===== config.mk =====
export PLATFORM = sky130hd
export DESIGN_NAME = spi_sck_gen
export DESIGN_NICKNAME = d
export VERILOG_FILES = /design/src/rtl/spi_pkg.sv /design/src/rtl/spi_half_period_cnt.sv /design/src/rtl/spi_sck_gen.sv
export SDC_FILE = /design/constraint.sdc
export NUM_CORES = 1
export LEC_CHECK = 0
export CAP_MARGIN = 10
export CORE_ASPECT_RATIO = 0.75
export CORE_MARGIN = 5
export CORE_UTILIZATION = 25
export DETAILED_ROUTE_END_ITERATION = 10
export MAX_ROUTING_LAYER = met4
export SYNTH_ARGS = -nofsm -noshare
export SYNTH_HDL_FRONTEND = slang
export SYNTH_SLANG_ARGS = --single-unit

===== constraint.sdc =====
create_clock -name Clk_I -period 3.2 [get_ports Clk_I]
set_clock_uncertainty 0.2 [all_clocks]
set_input_delay 0.64 -clock Clk_I [delete_from_list [all_inputs] [get_ports Clk_I]]
set_output_delay 0.64 -clock Clk_I [all_outputs]
set_load 0.05 [all_outputs]

===== src/rtl/spi_pkg.sv =====
// Shared SPI definitions: FSM state encoding, CPOL/CPHA mode constants and edge-strobe decode.
// Also used by the shift-register block so both sides agree on mode semantics.
package spi_pkg;

    localparam logic [1:0] StIdle  = 2'd0;
    localparam logic [1:0] StSetup = 2'd1;
    localparam logic [1:0] StRun   = 2'd2;
    localparam logic [1:0] StHold  = 2'd3;

    localparam logic CpolLow         = 1'b0;
    localparam logic CpolHigh        = 1'b1;
    localparam logic CphaSampleLead  = 1'b0;
    localparam logic CphaSampleTrail = 1'b1;

    typedef struct packed {
        logic cpol;
        logic cpha;
    } spi_mode_t;

    // Returns {shift, sample} for an SCK edge. With CPHA=0 the first bit is launched before
    // the first edge, so the final trailing edge has nothing left to shift.
    function automatic logic [1:0] edge_strobes(logic cpha, logic leading, logic last_edge);
        logic [1:0] s;
        if (cpha == CphaSampleLead) begin
            s = leading ? 2'b01 : {~last_edge, 1'b0};
        end else begin
            s = leading ? 2'b10 : 2'b01;
        end
        return s;
    endfunction

endpackage


===== src/rtl/spi_half_period_cnt.sv =====
// Loadable down-counter timing one SCK half-period; Tc_O flags the last cycle of the period.
module spi_half_period_cnt #(
    parameter int unsigned DIV_W = 16
) (
    input  logic             Clk_I,
    input  logic             RstN_I,
    input  logic             Load_I,
    input  logic [DIV_W-1:0] LoadVal_I,
    input  logic             En_I,
    output logic             Tc_O
);

    logic [DIV_W-1:0] cnt_q, cnt_d;

    always_comb begin
        cnt_d = cnt_q;
        if (Load_I) begin
            cnt_d = LoadVal_I;
        end else if (En_I && (cnt_q != '0)) begin
            cnt_d = cnt_q - DIV_W'(1);
        end
    end

    always_ff @(posedge Clk_I or negedge RstN_I) begin
        if (!RstN_I) begin
            cnt_q <= '0;
        end else begin
            cnt_q <= cnt_d;
        end
    end

    assign Tc_O = En_I && (cnt_q == '0);

endmodule


===== src/rtl/spi_sck_gen.sv =====
// SPI master SCK / chip-select / strobe generator for all four CPOL/CPHA modes.
// Configuration is latched at Start; every output comes straight from a register.
module spi_sck_gen
    import spi_pkg::*;
#(
    parameter int unsigned DIV_W = 16,
    parameter int unsigned CNT_W = 8
) (
    input  logic             Clk_I,
    input  logic             RstN_I,
    input  logic             Start_I,
    input  logic             Abort_I,
    input  logic             Cpol_I,
    input  logic             Cpha_I,
    input  logic [DIV_W-1:0] HalfDiv_I,
    input  logic [CNT_W-1:0] NumBits_I,
    output logic             SCK_O,
    output logic             CsN_O,
    output logic             Busy_O,
    output logic             Shift_O,
    output logic             Sample_O,
    output logic [CNT_W-1:0] BitIdx_O,
    output logic             Done_O
);

    logic [1:0]       state_q, state_d;
    spi_mode_t        mode_q, mode_d;
    logic [CNT_W-1:0] n_q, n_d;
    logic [DIV_W-1:0] hm1_q, hm1_d;
    logic [CNT_W:0]   edge_q, edge_d;
    logic [CNT_W-1:0] bit_idx_q, bit_idx_d;
    logic             sck_q, sck_d;
    logic             csn_q, csn_d;
    logic             busy_q, busy_d;
    logic             shift_q, shift_d;
    logic             sample_q, sample_d;
    logic             done_q, done_d;

    logic [DIV_W-1:0] half_m1;
    logic [CNT_W:0]   edge_inc;
    logic [CNT_W:0]   last_edge;
    logic             is_last;
    logic [1:0]       strobes;
    logic             cnt_load;
    logic [DIV_W-1:0] cnt_val;
    logic             tc;

    // A zero divider behaves as one cycle per half-period.
    assign half_m1   = (HalfDiv_I == '0) ? '0 : HalfDiv_I - DIV_W'(1);
    assign edge_inc  = edge_q + (CNT_W + 1)'(1);
    assign last_edge = {n_q, 1'b0};
    assign is_last   = (edge_inc == last_edge);

    spi_half_period_cnt #(
        .DIV_W (DIV_W)
    ) u_half_cnt (
        .Clk_I     (Clk_I),
        .RstN_I    (RstN_I),
        .Load_I    (cnt_load),
        .LoadVal_I (cnt_val),
        .En_I      (busy_q),
        .Tc_O      (tc)
    );

    always_comb begin
        state_d  = state_q;
        mode_d   = mode_q;
        n_d      = n_q;
        hm1_d    = hm1_q;
        edge_d   = edge_q;
        sck_d    = sck_q;
        csn_d    = csn_q;
        busy_d   = busy_q;
        shift_d  = 1'b0;
        sample_d = 1'b0;
        done_d   = 1'b0;
        strobes  = 2'b00;
        cnt_load = tc;
        cnt_val  = hm1_q;
        bit_idx_d = (sample_q && (bit_idx_q != n_q)) ? bit_idx_q + CNT_W'(1) : bit_idx_q;

        case (state_q)
            StIdle: begin
                sck_d = Cpol_I;
                if (Start_I && !Abort_I) begin
                    bit_idx_d = '0;
                    if (NumBits_I == '0) begin
                        done_d = 1'b1;
                    end else begin
                        state_d  = StSetup;
                        mode_d   = '{cpol: Cpol_I, cpha: Cpha_I};
                        n_d      = NumBits_I;
                        hm1_d    = half_m1;
                        edge_d   = '0;
                        csn_d    = 1'b0;
                        busy_d   = 1'b1;
                        cnt_load = 1'b1;
                        cnt_val  = half_m1;
                        // CPHA=0 launches the first bit while CS settles.
                        shift_d  = (Cpha_I == CphaSampleLead);
                    end
                end
            end
            StSetup, StRun: begin
                if (tc) begin
                    edge_d   = edge_inc;
                    sck_d    = ~sck_q;
                    strobes  = edge_strobes(mode_q.cpha, edge_inc[0], is_last);
                    shift_d  = strobes[1];
                    sample_d = strobes[0];
                    state_d  = is_last ? StHold : StRun;
                end
            end
            StHold: begin
                if (tc) begin
                    state_d = StIdle;
                    csn_d   = 1'b1;
                    busy_d  = 1'b0;
                    done_d  = 1'b1;
                end
            end
            default: begin
                state_d = StIdle;
                csn_d   = 1'b1;
                busy_d  = 1'b0;
            end
        endcase

        if (Abort_I && (state_q != StIdle)) begin
            state_d  = StIdle;
            sck_d    = mode_q.cpol;
            csn_d    = 1'b1;
            busy_d   = 1'b0;
            shift_d  = 1'b0;
            sample_d = 1'b0;
            done_d   = 1'b0;
        end
    end

    always_ff @(posedge Clk_I or negedge RstN_I) begin
        if (!RstN_I) begin
            state_q   <= StIdle;
            mode_q    <= '{cpol: CpolLow, cpha: CphaSampleLead};
            n_q       <= '0;
            hm1_q     <= '0;
            edge_q    <= '0;
            bit_idx_q <= '0;
            sck_q     <= 1'b0;
            csn_q     <= 1'b1;
            busy_q    <= 1'b0;
            shift_q   <= 1'b0;
            sample_q  <= 1'b0;
            done_q    <= 1'b0;
        end else begin
            state_q   <= state_d;
            mode_q    <= mode_d;
            n_q       <= n_d;
            hm1_q     <= hm1_d;
            edge_q    <= edge_d;
            bit_idx_q <= bit_idx_d;
            sck_q     <= sck_d;
            csn_q     <= csn_d;
            busy_q    <= busy_d;
            shift_q   <= shift_d;
            sample_q  <= sample_d;
            done_q    <= done_d;
        end
    end

    assign SCK_O    = sck_q;
    assign CsN_O    = csn_q;
    assign Busy_O   = busy_q;
    assign Shift_O  = shift_q;
    assign Sample_O = sample_q;
    assign BitIdx_O = bit_idx_q;
    assign Done_O   = done_q;

endmodule


==> results.json <==
{
  "fillerInstances": 1586,
  "fmax_mhz": 337.9,
  "drt-pass1-iter-count": 4,
  "period_needed_ps": 2959,
  "setup_slack_ps": 240.9,
  "vias": 3497,
  "io_buffer_count": 43,
  "slew_headroom_pct": 35.00,
  "synth_cells": 444,
  "ir_worst_vdd_mv": 0.2523,
  "wl_um": 10490,
  "clkLatencyLatePin_ps": 330,
  "synthArstFlopShare_pct": 100.0,
  "hold_violations": 0,
  "r2r_slack_ps": 240,
  "netlist_area_um2": 3976,
  "p_leak_nw": 2.123,
  "chipWidth_um": 155.6,
  "grt_pass1_vias": 3406,
  "grt_overflow": 0,
  "cts_buffers": 9,
  "cts_buffer_depth": 2,
  "io_pins": 44,
  "syn2layout_area_growth_pct": 28.67,
  "ys_seq_area_share_pct": 42.20,
  "stdcell_count": 711,
  "tightest_slew_ps": 973.0,
  "post_cts_buffers": 0,
  "post-route-drc-count": 0,
  "antenna_found_initial": 0,
  "dieArea_um2": 18550,
  "ant_nets": 0,
  "period_share_pct": 92.47,
  "synth_edf_count": 0,
  "status": "complete, no violations",
  "synth_compound_area_share_pct": 17.97,
  "critPathLaunchType": "register",
  "final_util_pct": 33.18,
  "synthDistinctLibCells": 62,
  "synth-main-ff-cell": "dfrtp_1",
  "viasPerCell": 4.918,
  "power_per_cell_area_nw_per_um2": 734.1,
  "cts_hold_buf": 0,
  "path_class": "reg -> reg",
  "power_mw": 3.756,
  "drv_cap": 0,
  "synth_nets": 481,
  "crit_path_end_kind": "register",
  "cts_sinks": 67,
  "cts_max_level": 3,
  "gp_congestion": 0.8480,
  "placed_cells": 695,
  "synth-simple-area-share_pct": 24.10,
  "yosys_warnings": 0,
  "cts_tree": "built",
  "rsz0062_at_grt": "no",
  "required_ps": 3210,
  "layout-drive-gt1-share_pct": 12.06,
  "cts.repair.resized": 0,
  "grt_pass1_wl_um": 17600,
  "synth-seq-cells": 67,
  "synthAdderAreaFrac_pct": 2.203,
  "hold_path.class": "in -> async",
  "final_nets": 538,
  "timing.final.max_slew_violations": 0,
  "initial_utilization_pct": 25.79,
  "synth-xor-area-share_pct": 8.811,
  "avgSynthCellArea_um2": 8.956,
  "antenna_cells": 0,
  "arrival_ps": 2970,
  "wl_per_cell_um": 14.76,
  "synth_top_family_by_area": "simple AND/OR/NAND/NOR gates",
  "clk_root_buffer_cell": "clkbuf_16",
  "muxShareOfSynthArea_pct": 1.133,
  "crit_fanout": 9,
  "rows": 39,
  "grt.total_usage_pct": 11.96,
  "dp.final_hpwl_um": 7878,
  "die_y_um": 119.2,
  "cts.clk_slew.worst_paths_ps": 60,
  "grt_max_degree": 36,
  "pre_cts_slack_ps": -84.84,
  "drtIter0Drc": 245,
  "finalSetupTns_ps": 0,
  "coreArea_um2": 15420,
  "setup_viol": 0
}
## stage by stage
step	area, um^2	hold WS (ps)
6_report	5116	191.6
3_5_place_dp	4750	265.7
3_3_place_gp	4750	260.0
2_1_floorplan	3976	144.4
4_1_cts	5116	236.2
5_1_grt	5116	278.2
## final cells by class
cell class / instances / area (um^2) / area share [%]
Clock buffer: 10 / 229.0 / 4.475
Multi-Input combinational cell: 346 / 2160 / 42.21
Sequential cell: 67 / 1678 / 32.80
Inverter: 10 / 37.54 / 0.7337
Timing Repair Buffer: 67 / 618.1 / 12.08
Clock inverter: 6 / 137.6 / 2.690
Tap cell: 205 / 256.5 / 5.013
## kinds of logic after synthesis
| kind of cell | after synthesis |
|---|---|
| flip-flops | 67 |
| XOR/XNOR | 40 |
| multiplexers | 4 |
| AND/OR/NAND/NOR | 187 |
| buffers and inverters | 31 |
| AO/OA/AOI/OAI | 108 |
| adder cells (fa/ha/maj) | 7 |
## sequential cells by signal, summed over array words and instances, names as in the netlist
name              cells
edge_q                9
hm1_q                16
Done_O                1
Sample_O              1
BitIdx_O              8
CsN_O                 1
Shift_O               1
mode_q                2
n_q                   8
state_q               2
u_half_cnt.cnt_q     16
SCK_O                 1
Busy_O                1
## layout by cell type, fill, tap and decap left out, types with 5 or more instances in the layout
| cell | instances |
|---|---|
| a21o_1 | 8 |
| a21oi_1 | 20 |
| buf_4 | 23 |
| clkbuf_16 | 9 |
| clkdlybuf4s50_1 | 42 |
| dfrtp_1 | 66 |
| ha_1 | 7 |
| inv_1 | 10 |
| nand2_1 | 63 |
| nand2b_1 | 7 |
| nand3_1 | 14 |
| nand4_1 | 7 |
| nor2_1 | 32 |
| nor3_1 | 12 |
| nor4_1 | 12 |
| o21a_1 | 6 |
| o21ai_0 | 26 |
| o22ai_1 | 5 |
| o31ai_1 | 7 |
| or2_2 | 7 |
| or3_1 | 6 |
| or4_1 | 7 |
| xnor2_1 | 20 |
| xor2_1 | 20 |
## Yosys cell counts, types with 10 or more instances
library cell | count | area (um^2)
nor2_1 | 32 | 120.1
nand3_1 | 14 | 70.07
a21oi_1 | 20 | 100.1
nor3_1 | 12 | 60.06
nand2_1 | 63 | 236.5
xor2_1 | 20 | 175.2
clkbuf_1 | 13 | 48.80
xnor2_1 | 20 | 175.2
nor4_1 | 12 | 75.07
o21ai_0 | 26 | 130.1
dfrtp_1 | 66 | 1652
inv_1 | 10 | 37.54
## worst max-delay path, stage by stage, from the launching register on
cell and delay [ps]:
dfrtp_1 390, inv_1 90, ha_1 170, nor4b_1 410, or4b_4 610, nor3_2 270
nand2_2 130, a21o_1 280, mux2_4 290
## where the power goes
part	switching, mW	internal [mW]	leakage [nW]
Clock	0.372	0.843	0.177
Sequential	0.252	1.14	0.847
Combinational	0.631	0.515	1.10
Total	1.26	2.50	2.12
## worst paths after layout
kind | from | end | depth (start not counted)
setup reg to reg | u_half_cnt.cnt_q[0]$_DFFE_PN0P_ | edge_q[0]$_DFFE_PN0P_ | 8
min in group Clk_I | mode_q[1]$_DFFE_PN0P_ | mode_q[1]$_DFFE_PN0P_ | 2
hold / removal | RstN_I | state_q[0]$_DFFE_PN0P_ | 1
setup / recovery | u_half_cnt.cnt_q[0]$_DFFE_PN0P_ | edge_q[0]$_DFFE_PN0P_ | 8
max in group asynchronous | RstN_I | hm1_q[3]$_DFF_PN0_ | 2
hold reg to reg | mode_q[1]$_DFFE_PN0P_ | mode_q[1]$_DFFE_PN0P_ | 2
## per-layer routing
layer / vias to the layer above / share of wire [%] / global-route usage, %
li1: 1709 / - / -
met1: 1692 / 47 / 15.96
met2: 84 / 48 / 18.57
met3: 12 / 3.7 / 1.668
met4: 0 / 1.6 / 4.429
met5: - / 0 / -
Note: power is estimated with default switching activity, not from simulation.
==> variant, RTL diff (same settings) <==
`DIV_W` is set to 16 in 2 places; all go to 12.
--- a/src/rtl/spi_half_period_cnt.sv
+++ b/src/rtl/spi_half_period_cnt.sv
@@ -1,5 +1,5 @@
 // Loadable down-counter timing one SCK half-period; Tc_O flags the last cycle of the period.
 module spi_half_period_cnt #(
-    parameter int unsigned DIV_W = 16
+    parameter int unsigned DIV_W = 12
 ) (
     input  logic             Clk_I,
--- a/src/rtl/spi_sck_gen.sv
+++ b/src/rtl/spi_sck_gen.sv
@@ -4,5 +4,5 @@
     import spi_pkg::*;
 #(
-    parameter int unsigned DIV_W = 16,
+    parameter int unsigned DIV_W = 12,
     parameter int unsigned CNT_W = 8
 ) (
Ports: changed (resized HalfDiv_I); port bits go from 44 to 40. No check against the original RTL was run, so the function may have changed too.
==> variant against the unedited design <==
  * Synthesized cell count decreased by 11%
  * Routed wire length shrank 5.3%
  * Worst setup slack better by 0.27 ns
  * Power is 9.8% lower
  * Area after synthesis shrank 9.8%
  * Sequential cell count down 8
  * Maximum frequency increased by 10%
  * Sequential share of layout area fell by 0.053 points
  * Sequential power down 11%
  * Cell area decreased by 12%
  * Critical path type is now in2reg
  * Largest power group unchanged
==> variant: results (changes against the unedited design) <==
stage	metric	value	unit	change
finish	share of cells above drive strength 1	0.0962		was 0.121
power	clock group share of total power	0.308		was 0.323
worst_setup_path	worst setup path endpoint	u_half_cnt.cnt_q[10]		was edge_q[0]
worst_setup_path	CP arrival	2.69	ns	was 2.97 ns
routing	met3 wire length	412	microns	was 391 microns
logic_synthesis	Synth Net Count	429		was 481
sta	worst-margin pin slew	0.956	ns	was 0.973 ns
status	run status	finished, final reports clean		unchanged
finish	Top Registers	hm1_q x12, u_half_cnt.cnt_q x12, edge_q x9		was hm1_q x16, u_half_cnt.cnt_q x16, edge_q x9
finish	non-clk buf share	0.105		was 0.121
global_routing	met1 usage	0.173		was 0.160
routing	WL met2	4450	microns	was 4990 microns
finish	area of the multi-input gates	1960	sq um	was 2160 sq um
power	Sw Ratio	0.355		was 0.334
finish	comb_multi_in	306		was 346
global_routing	global-route wire length before repair	16200	microns	was 17600 microns
placed_design	Area after DPL	4190	sq um	was 4750 sq um
finish	number of non-clock buffers	51		was 67
placed_design	IO buf count	39		was 43
global_routing	largest net degree at the start of global routing	44		was 36
worst_setup_path	R2R Setup Slk	0.53	ns	was 0.24 ns
placed_design	DP Wirelength	7470	microns	was 7880 microns
finish	Seq area share	0.327		was 0.328
power	Leakage	0.00179	uW	was 0.00212 uW
placed_design	Post-Place Setup Slack	0.174	ns	was -0.0848 ns
routing	M1 wire length	4920	microns	was 4940 microns
finish	Fill cells	1454		was 1586
finish	clock-cell share of area	0.0726		was 0.0717
worst_setup_path	crit path launch	HalfDiv_I[0]		was u_half_cnt.cnt_q[0]
logic_synthesis	sequential fraction of the synthesis area	0.412		was 0.422
finish	CLK BUF	11		was 10
routing	drt first pass iters	7		was 4
placed_design	Final GP Congestion	0.901		was 0.848
global_routing	grt met3 use	0.0262		was 0.0167
worst_setup_path	slowest cell on the critical path	or4b_1		was or4b_4
[variant: through the flow]
stage | util | hold slack (ns) | cells | power (uW)
6_report | 0.325 | 0.262 | 622 | 3390
5_1_grt | 0.325 | 0.299 | 622 | 3600
4_1_cts | 0.325 | 0.281 | 622 | 3410
3_5_place_dp | 0.301 | 0.269 | 606 | 2350
3_3_place_gp | 0.301 | 0.258 | 606 | 2310
2_1_floorplan | - | 0.144 | 397 | 1990
[variant: cell families (layout without fill, tap and decap cells)]
family / Yosys count / after routing / synth area share
muxes: 4 / 4 / 0.0112
buffers and inverters: 32 / 82 / 0.0426
adders and majority gates: 6 / 6 / 0.0209
xor gates and xnor gates: 29 / 29 / 0.0708
DFF: 59 / 59 / 0.412
and+or+nand+nor: 156 / 156 / 0.228
AOI/OAI and AO/OA: 111 / 111 / 0.215
